## src/rtl/slc3_ctrl_pkg.sv

```systemverilog
// Shared types and helpers for the SLC-3 control front-end.
// Auto-repeat state encoding, key polarity and counter width helper.
package slc3_ctrl_pkg;

  typedef enum logic [1:0] {
    RPT_IDLE,
    RPT_WAIT_FIRST,
    RPT_REPEATING
  } rpt_state_t;

  localparam logic BTN_RELEASED = 1'b1;

  // Width needed to hold values 0..n-1, never narrower than one bit.
  function automatic int clog2_min1(input int n);
    int w;
    w = $clog2(n);
    return (w < 1) ? 1 : w;
  endfunction

endpackage

```

## src/rtl/slc3_button_channel.sv

```systemverilog
// One push-button channel: 2-flop synchroniser, debounce filter,
// press/release pulses and an optional auto-repeat pulse train.
module slc3_button_channel
  import slc3_ctrl_pkg::*;
#(
  parameter int DEBOUNCE_CYCLES = 50000,
  parameter bit REPEAT_ON       = 1'b0,
  parameter int REPEAT_DELAY    = 25000000,
  parameter int REPEAT_PERIOD   = 5000000
) (
  input  logic Clk,
  input  logic Reset_n,
  input  logic btn_n,
  output logic level,
  output logic press_pulse,
  output logic release_pulse,
  output logic repeat_pulse
);

  localparam int CW = clog2_min1(DEBOUNCE_CYCLES + 1);
  localparam int HW = clog2_min1((REPEAT_DELAY > REPEAT_PERIOD) ? REPEAT_DELAY : REPEAT_PERIOD);
  localparam logic [CW-1:0] DB_LAST     = CW'(DEBOUNCE_CYCLES - 1);
  localparam logic [HW-1:0] DELAY_LAST  = HW'(REPEAT_DELAY - 1);
  localparam logic [HW-1:0] PERIOD_LAST = HW'(REPEAT_PERIOD - 1);

  logic          s1, s2, stable_n;
  logic [CW-1:0] cnt;
  logic          flip, press_flip, release_flip;

  rpt_state_t    state_q, state_d;
  logic [HW-1:0] hc_q, hc_d;
  logic          rpt_d;

  assign flip         = (s2 != stable_n) && (cnt == DB_LAST);
  assign press_flip   = flip && (s2 != BTN_RELEASED);
  assign release_flip = flip && (s2 == BTN_RELEASED);
  assign level        = (stable_n != BTN_RELEASED);

  // Any synchronised sample that agrees with the accepted level restarts the count.
  always_ff @(posedge Clk) begin
    if (!Reset_n) begin
      s1            <= BTN_RELEASED;
      s2            <= BTN_RELEASED;
      stable_n      <= BTN_RELEASED;
      cnt           <= '0;
      press_pulse   <= 1'b0;
      release_pulse <= 1'b0;
    end else begin
      s1            <= btn_n;
      s2            <= s1;
      press_pulse   <= press_flip;
      release_pulse <= release_flip;
      if (s2 == stable_n) begin
        cnt <= '0;
      end else if (cnt == DB_LAST) begin
        stable_n <= s2;
        cnt      <= '0;
      end else begin
        cnt <= cnt + CW'(1);
      end
    end
  end

  always_ff @(posedge Clk) begin
    if (!Reset_n) begin
      state_q      <= RPT_IDLE;
      hc_q         <= '0;
      repeat_pulse <= 1'b0;
    end else begin
      state_q      <= state_d;
      hc_q         <= hc_d;
      repeat_pulse <= rpt_d;
    end
  end

  // A release wins over a repeat falling due on the same edge.
  always_comb begin
    state_d = state_q;
    hc_d    = hc_q;
    rpt_d   = 1'b0;
    if (!REPEAT_ON || release_flip) begin
      state_d = RPT_IDLE;
      hc_d    = '0;
    end else begin
      case (state_q)
        RPT_IDLE: begin
          if (press_flip) begin
            state_d = RPT_WAIT_FIRST;
            hc_d    = '0;
          end
        end
        RPT_WAIT_FIRST: begin
          if (hc_q == DELAY_LAST) begin
            rpt_d   = 1'b1;
            hc_d    = '0;
            state_d = RPT_REPEATING;
          end else begin
            hc_d = hc_q + HW'(1);
          end
        end
        RPT_REPEATING: begin
          if (hc_q == PERIOD_LAST) begin
            rpt_d = 1'b1;
            hc_d  = '0;
          end else begin
            hc_d = hc_q + HW'(1);
          end
        end
        default: begin
          state_d = RPT_IDLE;
          hc_d    = '0;
        end
      endcase
    end
  end

endmodule

```

## src/rtl/slc3_button_conditioner.sv

```systemverilog
// Conditions NUM_BTN raw active-low board keys into debounced levels,
// press/release pulses and per-channel optional auto-repeat pulses.
module slc3_button_conditioner
  import slc3_ctrl_pkg::*;
#(
  parameter int                 NUM_BTN         = 2,
  parameter int                 DEBOUNCE_CYCLES = 50000,
  parameter logic [NUM_BTN-1:0] REPEAT_EN       = '0,
  parameter int                 REPEAT_DELAY    = 25000000,
  parameter int                 REPEAT_PERIOD   = 5000000
) (
  input  logic               Clk,
  input  logic               Reset_n,
  input  logic [NUM_BTN-1:0] btn_n_i,
  output logic [NUM_BTN-1:0] level_o,
  output logic [NUM_BTN-1:0] press_o,
  output logic [NUM_BTN-1:0] release_o,
  output logic [NUM_BTN-1:0] repeat_o
);

  for (genvar i = 0; i < NUM_BTN; i++) begin : g_chan
    slc3_button_channel #(
      .DEBOUNCE_CYCLES(DEBOUNCE_CYCLES),
      .REPEAT_ON      (REPEAT_EN[i]),
      .REPEAT_DELAY   (REPEAT_DELAY),
      .REPEAT_PERIOD  (REPEAT_PERIOD)
    ) u_chan (
      .Clk          (Clk),
      .Reset_n      (Reset_n),
      .btn_n        (btn_n_i[i]),
      .level        (level_o[i]),
      .press_pulse  (press_o[i]),
      .release_pulse(release_o[i]),
      .repeat_pulse (repeat_o[i])
    );
  end

endmodule

```

## config.mk

```make
export PLATFORM = sky130hd
export DESIGN_NAME = slc3_button_conditioner
export DESIGN_NICKNAME = d
export VERILOG_FILES = /design/src/rtl/slc3_ctrl_pkg.sv /design/src/rtl/slc3_button_channel.sv /design/src/rtl/slc3_button_conditioner.sv
export SDC_FILE = /design/constraint.sdc
export NUM_CORES = 1
export LEC_CHECK = 0
export ABC_AREA = 0
export ABC_CLOCK_PERIOD_IN_PS = 1330
export CAP_MARGIN = 15
export CORE_ASPECT_RATIO = 1.2
export CORE_MARGIN = 5
export CORE_UTILIZATION = 48
export DETAILED_ROUTE_END_ITERATION = 8
export PLACE_DENSITY = 0.7
export SLEW_MARGIN = 20
export SYNTH_ARGS = -nofsm -noshare
export SYNTH_HDL_FRONTEND = slang
export SYNTH_HIERARCHICAL = 1
export SYNTH_SLANG_ARGS = --single-unit
```

## constraint.sdc

```tcl
create_clock -name Clk -period 1.33 [get_ports Clk]
set_input_delay 0.266 -clock Clk [delete_from_list [all_inputs] [get_ports Clk]]
set_output_delay 0.266 -clock Clk [all_outputs]
set_load 0.05 [all_outputs]
```

==> impl.org <==
** Outcome
- The run finished, with violations left.
- The checks that failed: setup timing.

** Clock tree
- The root buffer cell chosen for the clock tree is sky130_fd_sc_hd__clkbuf_8.
- TritonCTS clock tree :: built
- The later pin in the worst-skew pair is clocked with a latency of 0.29 ns.
- After clock tree synthesis, the clock-pin slew on the worst setup and hold paths is 0.07 ns.
- Number of H-tree levels :: 2
- The clock drives 42 sinks.
- The clock passes through at most 2 buffers.
- Buffers inserted during clock tree synthesis total 5.

** GRT
- Overall Global Routing Usage :: 0.170
- For this run the aggregate overflow at the end of global routing stands at 0.
- The number of global-route vias before repair came to 1,534.
- Entering global routing, the biggest net connects 17 pins.
- Initial antenna violation count :: 0
- Global-route wire length before repair :: about 6500 um

** Floorplanning
- Measured along the x axis, the die boundary spans about 65 um.
- Die area :: ~5000 sq um
- Pin placement for this block handled 12 I/O pins.
- Die span in y :: ~76 um
- Row count :: 24
- Starting density of the core :: 0.492
- The total area inside the core boundary comes to 3570 sq um.

** Routing
- In the routed design, unresolved DRC markers number 0.
- The final layout contains routed wiring with a total length of 4680 um.
- Once detail routing completed, the nets flagged for antenna violations numbered 0.
- Using the TritonRoute via totals, the vias-per-cell ratio works out to 5.35.
- Post-detailed-route wirelength per cell :: ~16 um
- In this run, the number of DRC markers left after iteration 0 of detailed routing was 31.
- Detailed-route via count :: 1,530
- Drt pass-1 iters :: 4

** Power
- In this run the static leakage power is 0.952 nW.
- For this design the ratio of total power to cell area is between 800 and 900 nW/um^2.
- Of the total power, the clock network draws 0.380.
- Of the total power, combinational logic draws 0.034.
- Cell internal power was estimated by the tool at 1.71 mW.
- In this run the power spent charging and discharging nets is about 0.45 mW.
- The worst-case IR drop observed on VDD is approximately 0.00078 V.
- Fraction of power consumed by sequential logic :: 0.587
- Switching share of power :: 0.208

** Place
- Placed Cells :: between 200 and 300
- Count of input and output buffers :: 9
- Detailed placement ended at an HPWL of around 2800 um.
- Prior to clock tree synthesis, the placed netlist has a worst setup slack of -0.127 ns.
- Global placement routability congestion :: just over 0.8

** Synthesis
- Dividing the synthesized area by the synthesized cell count gives 9.25 sq um.
- Measured against the total synthesized area, the mux share comes to 0.
- Largest family of logic cells by synthesized area :: simple AND/OR/NAND/NOR gates
- Synthesized netlist net count :: 196
- Post-Synth XOR/XNOR Area :: 0.150
- Share of the yosys chip area belonging to registers :: 0.479
- Synth warn :: 6
- The number of different library cells used by synthesis comes to 21.
- Basic-gate share of the synthesized area counting and, or, nand and nor cells :: 0.306
- Of the total synthesized cell area, the portion taken by full adders, half adders and majority gates is 0.0142.
- Flop and latch count out of synthesis :: 42
- Post-synthesis instance total :: 190
- Synth Cell Area :: 1760 sq um
- Compound-Gate Fraction of Synth Area :: 0.00855

** Cells and area
- At the end of the flow the core is filled with cells to 0.752.
- The net count of the finished layout is ~250.
- In the final layout, the share of cells above drive strength 1 is 0.498.
- Most frequent cells in the layout :: sky130_fd_sc_hd__buf_4 (38), sky130_fd_sc_hd__dfxtp_1 (29), sky130_fd_sc_hd__xnor2_1 (22)
- 0 antenna diodes ended up in the layout.
- The filler cells instantiated in the layout total between 200 and 250.
- Leaving out fill and tap cells, the most frequent cell in the layout is sky130_fd_sc_hd__buf_4.
- Once layout is complete, the cells apart from fillers number 286.
- Synthesis-to-layout area growth :: 53.1%

** STA
- Hold timing on the final database bottoms out at a slack of just over 0.4 ns.
- The number of max-slew violations in the final report was 0.
- The clock arrives with 0.00588 ns of skew.
- Setup repair after global routing missed its margin :: yes
- Final Hold Viols :: 0
- Final clock period utilization by the worst path :: 1.14
- Fmax :: about 660 MHz
- Across all setup checks in the final design, the least slack found is -0.184 ns.
- Final worst path period need :: 1.51 ns
- Setup violations remaining at the end of the flow were counted as 37.
- After routing, the total negative slack on setup checks comes to -4.04 ns.

** Setup path
- Data on the critical path arrives at its endpoint at 1.69 ns.
- STA puts the critical path data required time at 1.51 ns.
- Critical path endpoint category :: flip-flop
- The critical path in this run is classified as flip-flop to flip-flop.
- Cell-by-cell trace of the critical path :: nor4b_2 > nand4_1 > nand3_2 > clkbuf_16 > nor2_4
- In this design, the stage delay of the slowest critical-path cell is 0.38 ns.
- CP Max Fanout :: 8
- Startpoint type of the worst setup path :: flip-flop
- The slowest stage of the critical path belongs to the cell sky130_fd_sc_hd__nor4b_2.

** Hold path
- The min-delay analysis places its worst path in the category flip-flop to flip-flop.

** Run
- Maximum Capacitance Violations :: 0
-- through the flow --
step / power, mW / area (sq um)
2_1_floorplan: 1.33 / 1800
3_3_place_gp: 1.35 / 2200
3_5_place_dp: 1.35 / 2200
4_1_cts: 2.18 / 2370
5_1_grt: 2.24 / 2690
6_report: 2.15 / 2690
-- worst paths after layout --
check / start / to / slack [ns] / depth (start not counted)
worst max-delay path: g_chan[1].u_chan/cnt[12] / g_chan[1].u_chan/cnt[7] / -0.18 / 5
worst min-delay path: g_chan[1].u_chan/s1 / g_chan[1].u_chan/s2 / 0.41 / 1
worst max register to register: g_chan[1].u_chan/cnt[12] / g_chan[1].u_chan/cnt[7] / -0.18 / 5
worst min register to register: g_chan[1].u_chan/s1 / g_chan[1].u_chan/s2 / 0.41 / 1
-- registers in the layout, indices dropped and copies added, names as in the netlist --
name,cells
g_chan.u_chan/press_pulse,2
g_chan.u_chan/cnt,32
g_chan.u_chan/stable_n,2
g_chan.u_chan/s2,2
g_chan.u_chan/release_pulse,2
g_chan.u_chan/s1,2
-- Yosys cell counts --
cell                       instances  share of area
sky130_fd_sc_hd__nand3_1           6          0.017
sky130_fd_sc_hd__nor3_1           10          0.028
sky130_fd_sc_hd__xor2_1            6          0.030
sky130_fd_sc_hd__nand2_1          14          0.030
sky130_fd_sc_hd__nand4_1           6          0.021
sky130_fd_sc_hd__buf_4             2         0.0085
sky130_fd_sc_hd__dfxtp_1          42           0.48
sky130_fd_sc_hd__and3_1            2         0.0071
sky130_fd_sc_hd__nand2b_1          4          0.014
sky130_fd_sc_hd__conb_1            2         0.0043
sky130_fd_sc_hd__xnor2_1          24           0.12
sky130_fd_sc_hd__and4b_1           2          0.011
sky130_fd_sc_hd__inv_1             8          0.017
sky130_fd_sc_hd__nor4_1            8          0.028
sky130_fd_sc_hd__buf_6             2          0.013
sky130_fd_sc_hd__nor4b_1           4          0.020
sky130_fd_sc_hd__ha_1              2          0.014
sky130_fd_sc_hd__nor2_1           38          0.081
sky130_fd_sc_hd__nand3_2           4          0.023
sky130_fd_sc_hd__o211ai_1          2         0.0085
sky130_fd_sc_hd__nand4_4           2          0.024
-- per-layer routing --
| layer | track usage | vias to the layer above | share of wire |
|---|---|---|---|
| li1 | - | 749 | - |
| met3 | 0.0546 | 16 | 0.029 |
| met1 | 0.160 | 739 | 0.35 |
| met4 | 0.0830 | 0 | 0.039 |
| met5 | 0 | - | 0 |
| met2 | 0.318 | 26 | 0.58 |
-- worst max-delay path: cells and delay by family, from the launching register on --
kind	cells	cell delay, ns
flops	1	0.35
simple gates	4	0.86
buf+inv	1	0.19
-- power groups by stage --
stage | sequential (mW) | combinational [mW] | clock, mW
6_report | 1.26 | 0.0724 | 0.818
5_1_grt | 1.26 | 0.0782 | 0.901
4_1_cts | 1.27 | 0.0587 | 0.850
3_5_place_dp | 1.30 | 0.0540 | 0
3_3_place_gp | 1.30 | 0.0520 | 0
2_1_floorplan | 1.30 | 0.0365 | 0
-- what timing repair did --
| item | CTS | global route |
|---|---|---|
| pin swaps | 5 | 22 |
| gates cloned | 1 | 1 |
| hold buffers | 0 | 0 |
| setup buffers | 4 | 8 |
| resized for setup | 15 | 58 |
| endpoints found under the setup margin | 38 | 35 |
-- kinds of logic after synthesis --
| family | after synthesis |
|---|---|
| other | 2 |
| DFF | 42 |
| adders and majority gates | 2 |
| AOI/OAI and AO/OA | 2 |
| xor gates and xnor gates | 30 |
| and+or+nand+nor | 100 |
| buffers and inverters | 12 |
-- layout make-up --
type	count	area (sq um)	share of cell area
Clock inverter	1	5.00	0.00186
Inverter	8	30.0	0.0112
Multi-Input combinational cell	136	1130	0.422
Timing Repair Buffer	53	519	0.193
Sequential cell	42	865	0.322
Tap cell	39	48.8	0.0181
Clock buffer	7	86.3	0.0321
(Power assumes the default switching activity.)
